===== src/rtl/spi_sensor_scheduler_if.sv =====
// Signal bundle between the sensor scheduler, the shared SPI byte engine
// and the downstream AXI-Stream sink.
interface spi_sensor_scheduler_if;
    logic         byte_start;
    logic [7:0]   byte_tx;
    logic         byte_done;
    logic [7:0]   byte_rx;
    logic         SS_G;
    logic         SS_A;
    logic         TVALID;
    logic         TREADY;
    logic [103:0] TDATA;

    modport master (
        output byte_start, byte_tx, SS_G, SS_A, TVALID, TDATA,
        input  byte_done, byte_rx, TREADY
    );

    modport slave (
        input  byte_start, byte_tx, SS_G, SS_A, TVALID, TDATA,
        output byte_done, byte_rx, TREADY
    );
endinterface


===== src/rtl/spi_sensor_scheduler.sv =====
// Periodic gyro-then-accel SPI burst reader that packs each sample pair
// into one 104-bit stream frame {seq, gyro, accel}.
module spi_sensor_scheduler #(
    parameter int         SAMPLE_DIV = 1000,
    parameter logic [7:0] GYRO_CMD   = 8'hE8,
    parameter logic [7:0] ACCEL_CMD  = 8'hE8,
    parameter int         CS_GAP     = 4
) (
    input  logic                  clk,
    input  logic                  reset,
    input  logic                  enable,
    output logic [7:0]            overrun_cnt,
    spi_sensor_scheduler_if.master bus
);
    localparam int CNT_W = $clog2(SAMPLE_DIV);
    localparam int GAP_W = (CS_GAP > 1) ? $clog2(CS_GAP) : 1;
    localparam logic [CNT_W-1:0] CNT_LAST = CNT_W'(SAMPLE_DIV - 1);
    localparam logic [GAP_W-1:0] GAP_LAST = GAP_W'(CS_GAP - 1);

    typedef enum logic [2:0] {
        ST_IDLE       = 3'd0,
        ST_CS_SETUP   = 3'd1,
        ST_CMD        = 3'd2,
        ST_DATA       = 3'd3,
        ST_CS_RELEASE = 3'd4,
        ST_GAP        = 3'd5,
        ST_OUTPUT     = 3'd6
    } state_t;

    state_t           state_r, state_nx_s;
    logic [CNT_W-1:0] cnt_r;
    logic [GAP_W-1:0] gap_cnt_r;
    logic [2:0]       byte_idx_r;
    logic             sel_r, sel_nx_s;
    logic [47:0]      gyro_r, accel_r;
    logic [7:0]       seq_r, overrun_r, byte_tx_r, issue_tx_s;
    logic             byte_start_r, ss_g_r, ss_a_r, tvalid_r;
    logic [103:0]     tdata_r;
    logic             tick_s, accept_s, drop_s, busy_nx_s;
    logic             issue_s, capture_s, load_s;

    assign tick_s    = (cnt_r == CNT_LAST);
    assign accept_s  = tick_s & enable & (state_r == ST_IDLE) & ~tvalid_r;
    assign drop_s    = tick_s & enable & ~accept_s;
    assign busy_nx_s = (state_nx_s == ST_CS_SETUP) | (state_nx_s == ST_CMD) |
                       (state_nx_s == ST_DATA);

    assign bus.byte_start = byte_start_r;
    assign bus.byte_tx    = byte_tx_r;
    assign bus.SS_G       = ss_g_r;
    assign bus.SS_A       = ss_a_r;
    assign bus.TVALID     = tvalid_r;
    assign bus.TDATA      = tdata_r;
    assign overrun_cnt    = overrun_r;

    // Free-running sample timer; wraps on the tick cycle.
    always_ff @(posedge clk or posedge reset) begin
        if (reset) begin
            cnt_r <= {CNT_W{1'b0}};
        end else if (tick_s) begin
            cnt_r <= {CNT_W{1'b0}};
        end else begin
            cnt_r <= cnt_r + CNT_W'(1);
        end
    end

    // Saturating count of ticks that could not start a read cycle.
    always_ff @(posedge clk or posedge reset) begin
        if (reset) begin
            overrun_r <= 8'h00;
        end else if (drop_s && (overrun_r != 8'hFF)) begin
            overrun_r <= overrun_r + 8'd1;
        end
    end

    // State register.
    always_ff @(posedge clk or posedge reset) begin
        if (reset) begin
            state_r <= ST_IDLE;
        end else begin
            state_r <= state_nx_s;
        end
    end

    // Next-state decode plus per-cycle byte issue, capture and frame-load strobes.
    always_comb begin
        state_nx_s = state_r;
        sel_nx_s   = sel_r;
        issue_s    = 1'b0;
        issue_tx_s = 8'h00;
        capture_s  = 1'b0;
        load_s     = 1'b0;
        case (state_r)
            ST_IDLE: begin
                if (accept_s) begin
                    state_nx_s = ST_CS_SETUP;
                    sel_nx_s   = 1'b0;
                end else begin
                    state_nx_s = ST_IDLE;
                end
            end
            ST_CS_SETUP: begin
                state_nx_s = ST_CMD;
                issue_s    = 1'b1;
                issue_tx_s = sel_r ? ACCEL_CMD : GYRO_CMD;
            end
            ST_CMD: begin
                if (bus.byte_done) begin
                    state_nx_s = ST_DATA;
                    issue_s    = 1'b1;
                end else begin
                    state_nx_s = ST_CMD;
                end
            end
            ST_DATA: begin
                if (bus.byte_done) begin
                    capture_s = 1'b1;
                    if (byte_idx_r == 3'd5) begin
                        state_nx_s = ST_CS_RELEASE;
                    end else begin
                        state_nx_s = ST_DATA;
                        issue_s    = 1'b1;
                    end
                end else begin
                    state_nx_s = ST_DATA;
                end
            end
            ST_CS_RELEASE: begin
                if (sel_r) begin
                    state_nx_s = ST_OUTPUT;
                    load_s     = 1'b1;
                end else begin
                    state_nx_s = ST_GAP;
                    sel_nx_s   = 1'b1;
                end
            end
            ST_GAP: begin
                if (gap_cnt_r == GAP_LAST) begin
                    state_nx_s = ST_CS_SETUP;
                end else begin
                    state_nx_s = ST_GAP;
                end
            end
            ST_OUTPUT: state_nx_s = ST_IDLE;
            default:   state_nx_s = ST_IDLE;
        endcase
    end

    // Byte bookkeeping, sample shift-in, frame register and registered bus outputs.
    always_ff @(posedge clk or posedge reset) begin
        if (reset) begin
            byte_start_r <= 1'b0;
            byte_tx_r    <= 8'h00;
            ss_g_r       <= 1'b1;
            ss_a_r       <= 1'b1;
            sel_r        <= 1'b0;
            byte_idx_r   <= 3'd0;
            gap_cnt_r    <= {GAP_W{1'b0}};
            gyro_r       <= 48'h0;
            accel_r      <= 48'h0;
            seq_r        <= 8'h00;
            tvalid_r     <= 1'b0;
            tdata_r      <= 104'h0;
        end else begin
            byte_start_r <= issue_s;
            if (issue_s) begin
                byte_tx_r <= issue_tx_s;
            end
            // Selects follow the next state so SS falls exactly as CS_SETUP begins.
            ss_g_r <= ~(busy_nx_s & ~sel_nx_s);
            ss_a_r <= ~(busy_nx_s & sel_nx_s);
            sel_r  <= sel_nx_s;
            if (state_r == ST_CMD) begin
                byte_idx_r <= 3'd0;
            end else if (capture_s) begin
                byte_idx_r <= byte_idx_r + 3'd1;
            end
            if (state_r == ST_GAP) begin
                gap_cnt_r <= gap_cnt_r + GAP_W'(1);
            end else begin
                gap_cnt_r <= {GAP_W{1'b0}};
            end
            if (capture_s && sel_r) begin
                accel_r <= {accel_r[39:0], bus.byte_rx};
            end
            if (capture_s && !sel_r) begin
                gyro_r <= {gyro_r[39:0], bus.byte_rx};
            end
            if (load_s) begin
                tdata_r  <= {seq_r, gyro_r, accel_r};
                seq_r    <= seq_r + 8'd1;
                tvalid_r <= 1'b1;
            end else if (tvalid_r && bus.TREADY) begin
                tvalid_r <= 1'b0;
            end
        end
    end
endmodule


===== src/flat_wrapper.sv =====
// flat-port wrapper written by rule: the top's interface ports become plain ports
module spi_sensor_scheduler_flat 
#(
    parameter int         SAMPLE_DIV = 1000,
    parameter logic [7:0] GYRO_CMD   = 8'hE8,
    parameter logic [7:0] ACCEL_CMD  = 8'hE8,
    parameter int         CS_GAP     = 4
)
  (clk, reset, enable, overrun_cnt, bus_byte_start, bus_byte_tx, bus_SS_G, bus_SS_A, bus_TVALID, bus_TDATA, bus_byte_done, bus_byte_rx, bus_TREADY);
  spi_sensor_scheduler_if bus_i ();
  input  logic clk;
  input  logic reset;
  input  logic enable;
  output logic [7:0] overrun_cnt;
  output wire logic [$bits(bus_i.byte_start)-1:0] bus_byte_start;
  output wire logic [$bits(bus_i.byte_tx)-1:0] bus_byte_tx;
  output wire logic [$bits(bus_i.SS_G)-1:0] bus_SS_G;
  output wire logic [$bits(bus_i.SS_A)-1:0] bus_SS_A;
  output wire logic [$bits(bus_i.TVALID)-1:0] bus_TVALID;
  output wire logic [$bits(bus_i.TDATA)-1:0] bus_TDATA;
  input wire logic [$bits(bus_i.byte_done)-1:0] bus_byte_done;
  input wire logic [$bits(bus_i.byte_rx)-1:0] bus_byte_rx;
  input wire logic [$bits(bus_i.TREADY)-1:0] bus_TREADY;
  assign bus_byte_start = bus_i.byte_start;
  assign bus_byte_tx = bus_i.byte_tx;
  assign bus_SS_G = bus_i.SS_G;
  assign bus_SS_A = bus_i.SS_A;
  assign bus_TVALID = bus_i.TVALID;
  assign bus_TDATA = bus_i.TDATA;
  assign bus_i.byte_done = bus_byte_done;
  assign bus_i.byte_rx = bus_byte_rx;
  assign bus_i.TREADY = bus_TREADY;
  spi_sensor_scheduler #(.SAMPLE_DIV(SAMPLE_DIV), .GYRO_CMD(GYRO_CMD), .ACCEL_CMD(ACCEL_CMD), .CS_GAP(CS_GAP)) u_core (.clk(clk), .reset(reset), .enable(enable), .overrun_cnt(overrun_cnt), .bus(bus_i));
endmodule

===== config.mk =====
export PLATFORM = sky130hd
export DESIGN_NAME = spi_sensor_scheduler_flat
export DESIGN_NICKNAME = d
export VERILOG_FILES = /design/src/rtl/spi_sensor_scheduler_if.sv /design/src/rtl/spi_sensor_scheduler.sv /design/src/flat_wrapper.sv
export SDC_FILE = /design/constraint.sdc
export NUM_CORES = 1
export LEC_CHECK = 0
export ABC_CLOCK_PERIOD_IN_PS = 22200
export CAP_MARGIN = 0
export CORE_AREA = 8 8 163 165
export DETAILED_ROUTE_END_ITERATION = 10
export DIE_AREA = 0 0 171 173
export HOLD_SLACK_MARGIN = 0.05
export PLACE_DENSITY_LB_ADDON = 0.3
export SYNTH_ARGS = -nofsm -noshare
export SYNTH_HDL_FRONTEND = slang
export SYNTH_SLANG_ARGS = --single-unit

===== constraint.sdc =====
create_clock -name clk -period 22.2 [get_ports clk]
set_input_delay 5.55 -clock clk [delete_from_list [all_inputs] [get_ports clk]]
set_output_delay 5.55 -clock clk [all_outputs]
set_load 0.05 [all_outputs]

==> flow_summary_export.csv <==
group,metric,value,unit
cts,cts-root-buf,"clkbuf_16",
worst_setup_path,crit_fanout,104,
logic_synthesis,syn_area,0.00942,mm²
worst_setup_path,crit_required,22.74,ns
timing,worst_slew_pin_slew,0.921,ns
cts,cts_resized,0,
layout,layout-drive-gt1-share,16.0,%
cts,clock-sinks,240,
logic_synthesis,ys_ff_latch,240,
logic_synthesis,synthArstFlopShare,100,%
routing,wl_per_cell,15.6,µm
timing,fin_crit_sh,34.8,%
logic_synthesis,avgSynthCellArea,11.4,µm²
placement,placed_cell_area,0.0110,mm²
logic_synthesis,syn_inst,825,
cts,clkLatencyLatePin,0.51,ns
cts,h-tree-depth,1,
timing,max_freq,0.129,GHz
cts,cts_hold_buffers,0,
cts,cts_made_buffers,26,
worst_setup_path,crit_path_frequent_cell,"buf_4",
logic_synthesis,synth_edf_count,0,
logic_synthesis,synth_top_flop_cell,"dfrtp_1",
timing,finalSetupViolCount,0,
routing,drt_wl_total,20.1,mm
layout,fin_area,0.0119,mm²
floorplanning,die_h,173,µm
layout,n_antenna_cell,0,
power,power.density,94.9,mW/mm²
worst_hold_path,min_path_type,"reg -> reg",
layout,fillers,2218,
layout,regArea,0.00601,mm²
worst_setup_path,crit_type,"in -> async",
power,max-vdd-ir-drop,0.0000707,V
routing,drc,0,
routing,vias,6082,
routing,first_iter_violations,525,
timing,rsz0062_at_grt,"false",
worst_setup_path,cp_top_family,"buffers and inverters",
logic_synthesis,ys_seq_area_share,63.8,%
timing,slew_viol_final,0,
placement,portBuffers,132,
timing,tns,0,ns
global_routing,grt_pass1_vias,6252,
cts,clkTransAtPathRegs,0.06,ns
worst_setup_path,start_kind,"input port",
global_routing,grtUsageTotal,13.8,%
global_routing,grt-ovfl-total,0,
layout,syn_to_final_growth,25.8,%
layout,layout.nets,969,
logic_synthesis,yosysWarningCount,0,
placement,dp.final_hpwl,13.0,mm
floorplanning,io_pins,137,
floorplanning,rows,57,
worst_setup_path,critical_path_buf_inv_count,4,
floorplanning,die_w,171,µm
global_routing,antenna_found_initial,1,
flow_run,cap_violations,0,
timing,slew_headroom,38.6,%
timing,timing.clock.skew,0.00647,ns
outcome,status,"complete, no violations",
global_routing,grt_pass1_wl,33.5,mm
cts,clock_path_buffers,3,
routing,drt-vias-per-instance,4.70,
worst_setup_path,arrival,8.26,ns
logic_synthesis,ys_types,44,
placement,gp_congestion,0.799,
power,p_leak,5.93,nW
global_routing,grt_max_degree,105,
layout,multi_input_area,0.00318,mm²
floorplanning,die-area,0.0296,mm²
cts,postCtsSetupBuffers,0,
floorplanning,coreArea,0.0240,mm²
floorplanning,start_util,39.3,%
worst_setup_path,cpPeakStageDelay,0.84,ns
routing,drtPass1Iterations,4,
worst_setup_path,cp_cell_sequence,"clkdlybuf4s50_1 -> inv_8 -> buf_4 -> buf_4",
cts,cts_tree,"yes",
timing,finalHoldViolCount,0,
worst_setup_path,cp_slowest_cell,"buf_4",
routing,antenna_left,0,
timing,finalCriticalPeriod,7.72,ns
worst_setup_path,end_kind,"asynchronous set/reset pin",
## layout make-up
| cell class | count | share of cell area (%) |
|---|---|---|
| inverters | 11 | 0.412 |
| clock inverters | 8 | 0.369 |
| well taps | 324 | 3.42 |
| repair buffers | 138 | 11.5 |
| flip-flops and latches | 240 | 50.7 |
| clock buffers | 39 | 6.75 |
| multi-input cells | 533 | 26.8 |
## final timing paths
check	from	to	slack [ns]	cells past startpoint
min in group asynchronous	reset	u_core.bus.TDATA[96]	5.56	2
max	reset	u_core.accel_r[30]	14.48	4
max reg2reg	u_core.state_r[0]	u_core.bus.TDATA[25]	19.96	4
min	u_core.cnt_r[0]	u_core.cnt_r[0]	0.45	1
max in group clk	u_core.bus.SS_G	bus_SS_G	14.82	1
min reg2reg	u_core.cnt_r[0]	u_core.cnt_r[0]	0.45	1
## worst register-to-register path, cell delays in order, from the launching register on
cell	delay, ns
dfrtp_1	0.58
nand4bb_4	0.55
buf_4	0.77
nand2_1	0.17
nand2_1	0.11
## metrics by stage
| stage | total power [mW] | hold slack, ns | cells | setup WS, ns | utilization, % |
|---|---|---|---|---|---|
| after floorplan | 0.675 | 0.416 | 828 | 10.07 | - |
| after global placement | 0.715 | 0.437 | 1246 | 13.78 | 46.0 |
| after detailed placement | 0.721 | 0.444 | 1246 | 13.78 | 46.0 |
| after CTS | 1.14 | 0.452 | 1293 | 14.33 | 49.5 |
| after global routing | 1.18 | 0.465 | 1293 | 14.05 | 49.5 |
| final | 1.13 | 0.448 | 1293 | 14.48 | 49.5 |
## where the power goes
part / internal, mW / switching (mW) / total (mW) / leakage [nW]
Sequential: 0.498 / 0.0507 / 0.549 / 3.21
Clock: 0.248 / 0.166 / 0.414 / 0.426
Combinational: 0.0860 / 0.0767 / 0.163 / 2.29
## kinds of logic after synthesis
family	after synthesis	share of synthesized area [%]
AO/OA/AOI/OAI	25	1.71
flip-flops	240	63.8
XOR/XNOR	20	1.86
other	1	0.0398
adder cells (fa/ha/maj)	6	0.797
multiplexers	98	12.5
AND/OR/NAND/NOR	380	16.4
buffers and inverters	55	2.97
## per-layer routing
| metal | global-route usage [%] | wire [µm] |
|---|---|---|
| met5 | 0 | 9 |
| met4 | 3.37 | 346 |
| met3 | 2.80 | 1120 |
| met2 | 22.3 | 9390 |
| met1 | 18.6 | 9270 |
## state kept, by name (all words and copies together) (netlist names)
name,cells
u_core.sel_r,1
u_core.bus.byte_start,1
u_core.bus.TDATA,104
u_core.seq_r,8
u_core.cnt_r,10
u_core.bus.SS_A,1
u_core.bus.SS_G,1
u_core.bus.byte_tx,1
u_core.byte_idx_r,3
u_core.state_r,3
u_core.accel_r,48
u_core.bus.TVALID,1
u_core.overrun_cnt,8
u_core.gyro_r,48
u_core.gap_cnt_r,2
## synthesized netlist by cell type, drive strengths merged, types with 3 or more instances
cell | n | share of area (%)
nor3 | 5 | 0.27
buf | 28 | 1.9
nand4 | 8 | 0.53
xnor2 | 6 | 0.56
inv | 11 | 0.44
mux2 | 97 | 12
o21ai | 8 | 0.42
nor2b | 3 | 0.20
nand2 | 327 | 13
clkbuf | 16 | 0.64
nor4 | 4 | 0.27
a21oi | 3 | 0.16
nor2 | 11 | 0.44
dfrtp | 238 | 63
o211ai | 3 | 0.24
xor2 | 14 | 1.3
and3 | 3 | 0.20
nand3 | 8 | 0.42
ha | 6 | 0.80
## cells in the final DEF (no fill, tap or decap), types with 6 or more instances in the layout
cell type,n
mux2_4,20
ha_1,6
clkinv_2,7
nand3_1,8
dfrtp_1,238
clkdlybuf4s50_1,132
inv_1,10
xnor2_1,6
nand2_1,327
clkbuf_8,8
o21ai_0,8
mux2_2,77
xor2_1,14
nand4_1,8
nor2_1,11
clkbuf_16,27
buf_4,6
Note: power is estimated with default switching activity, not from simulation.
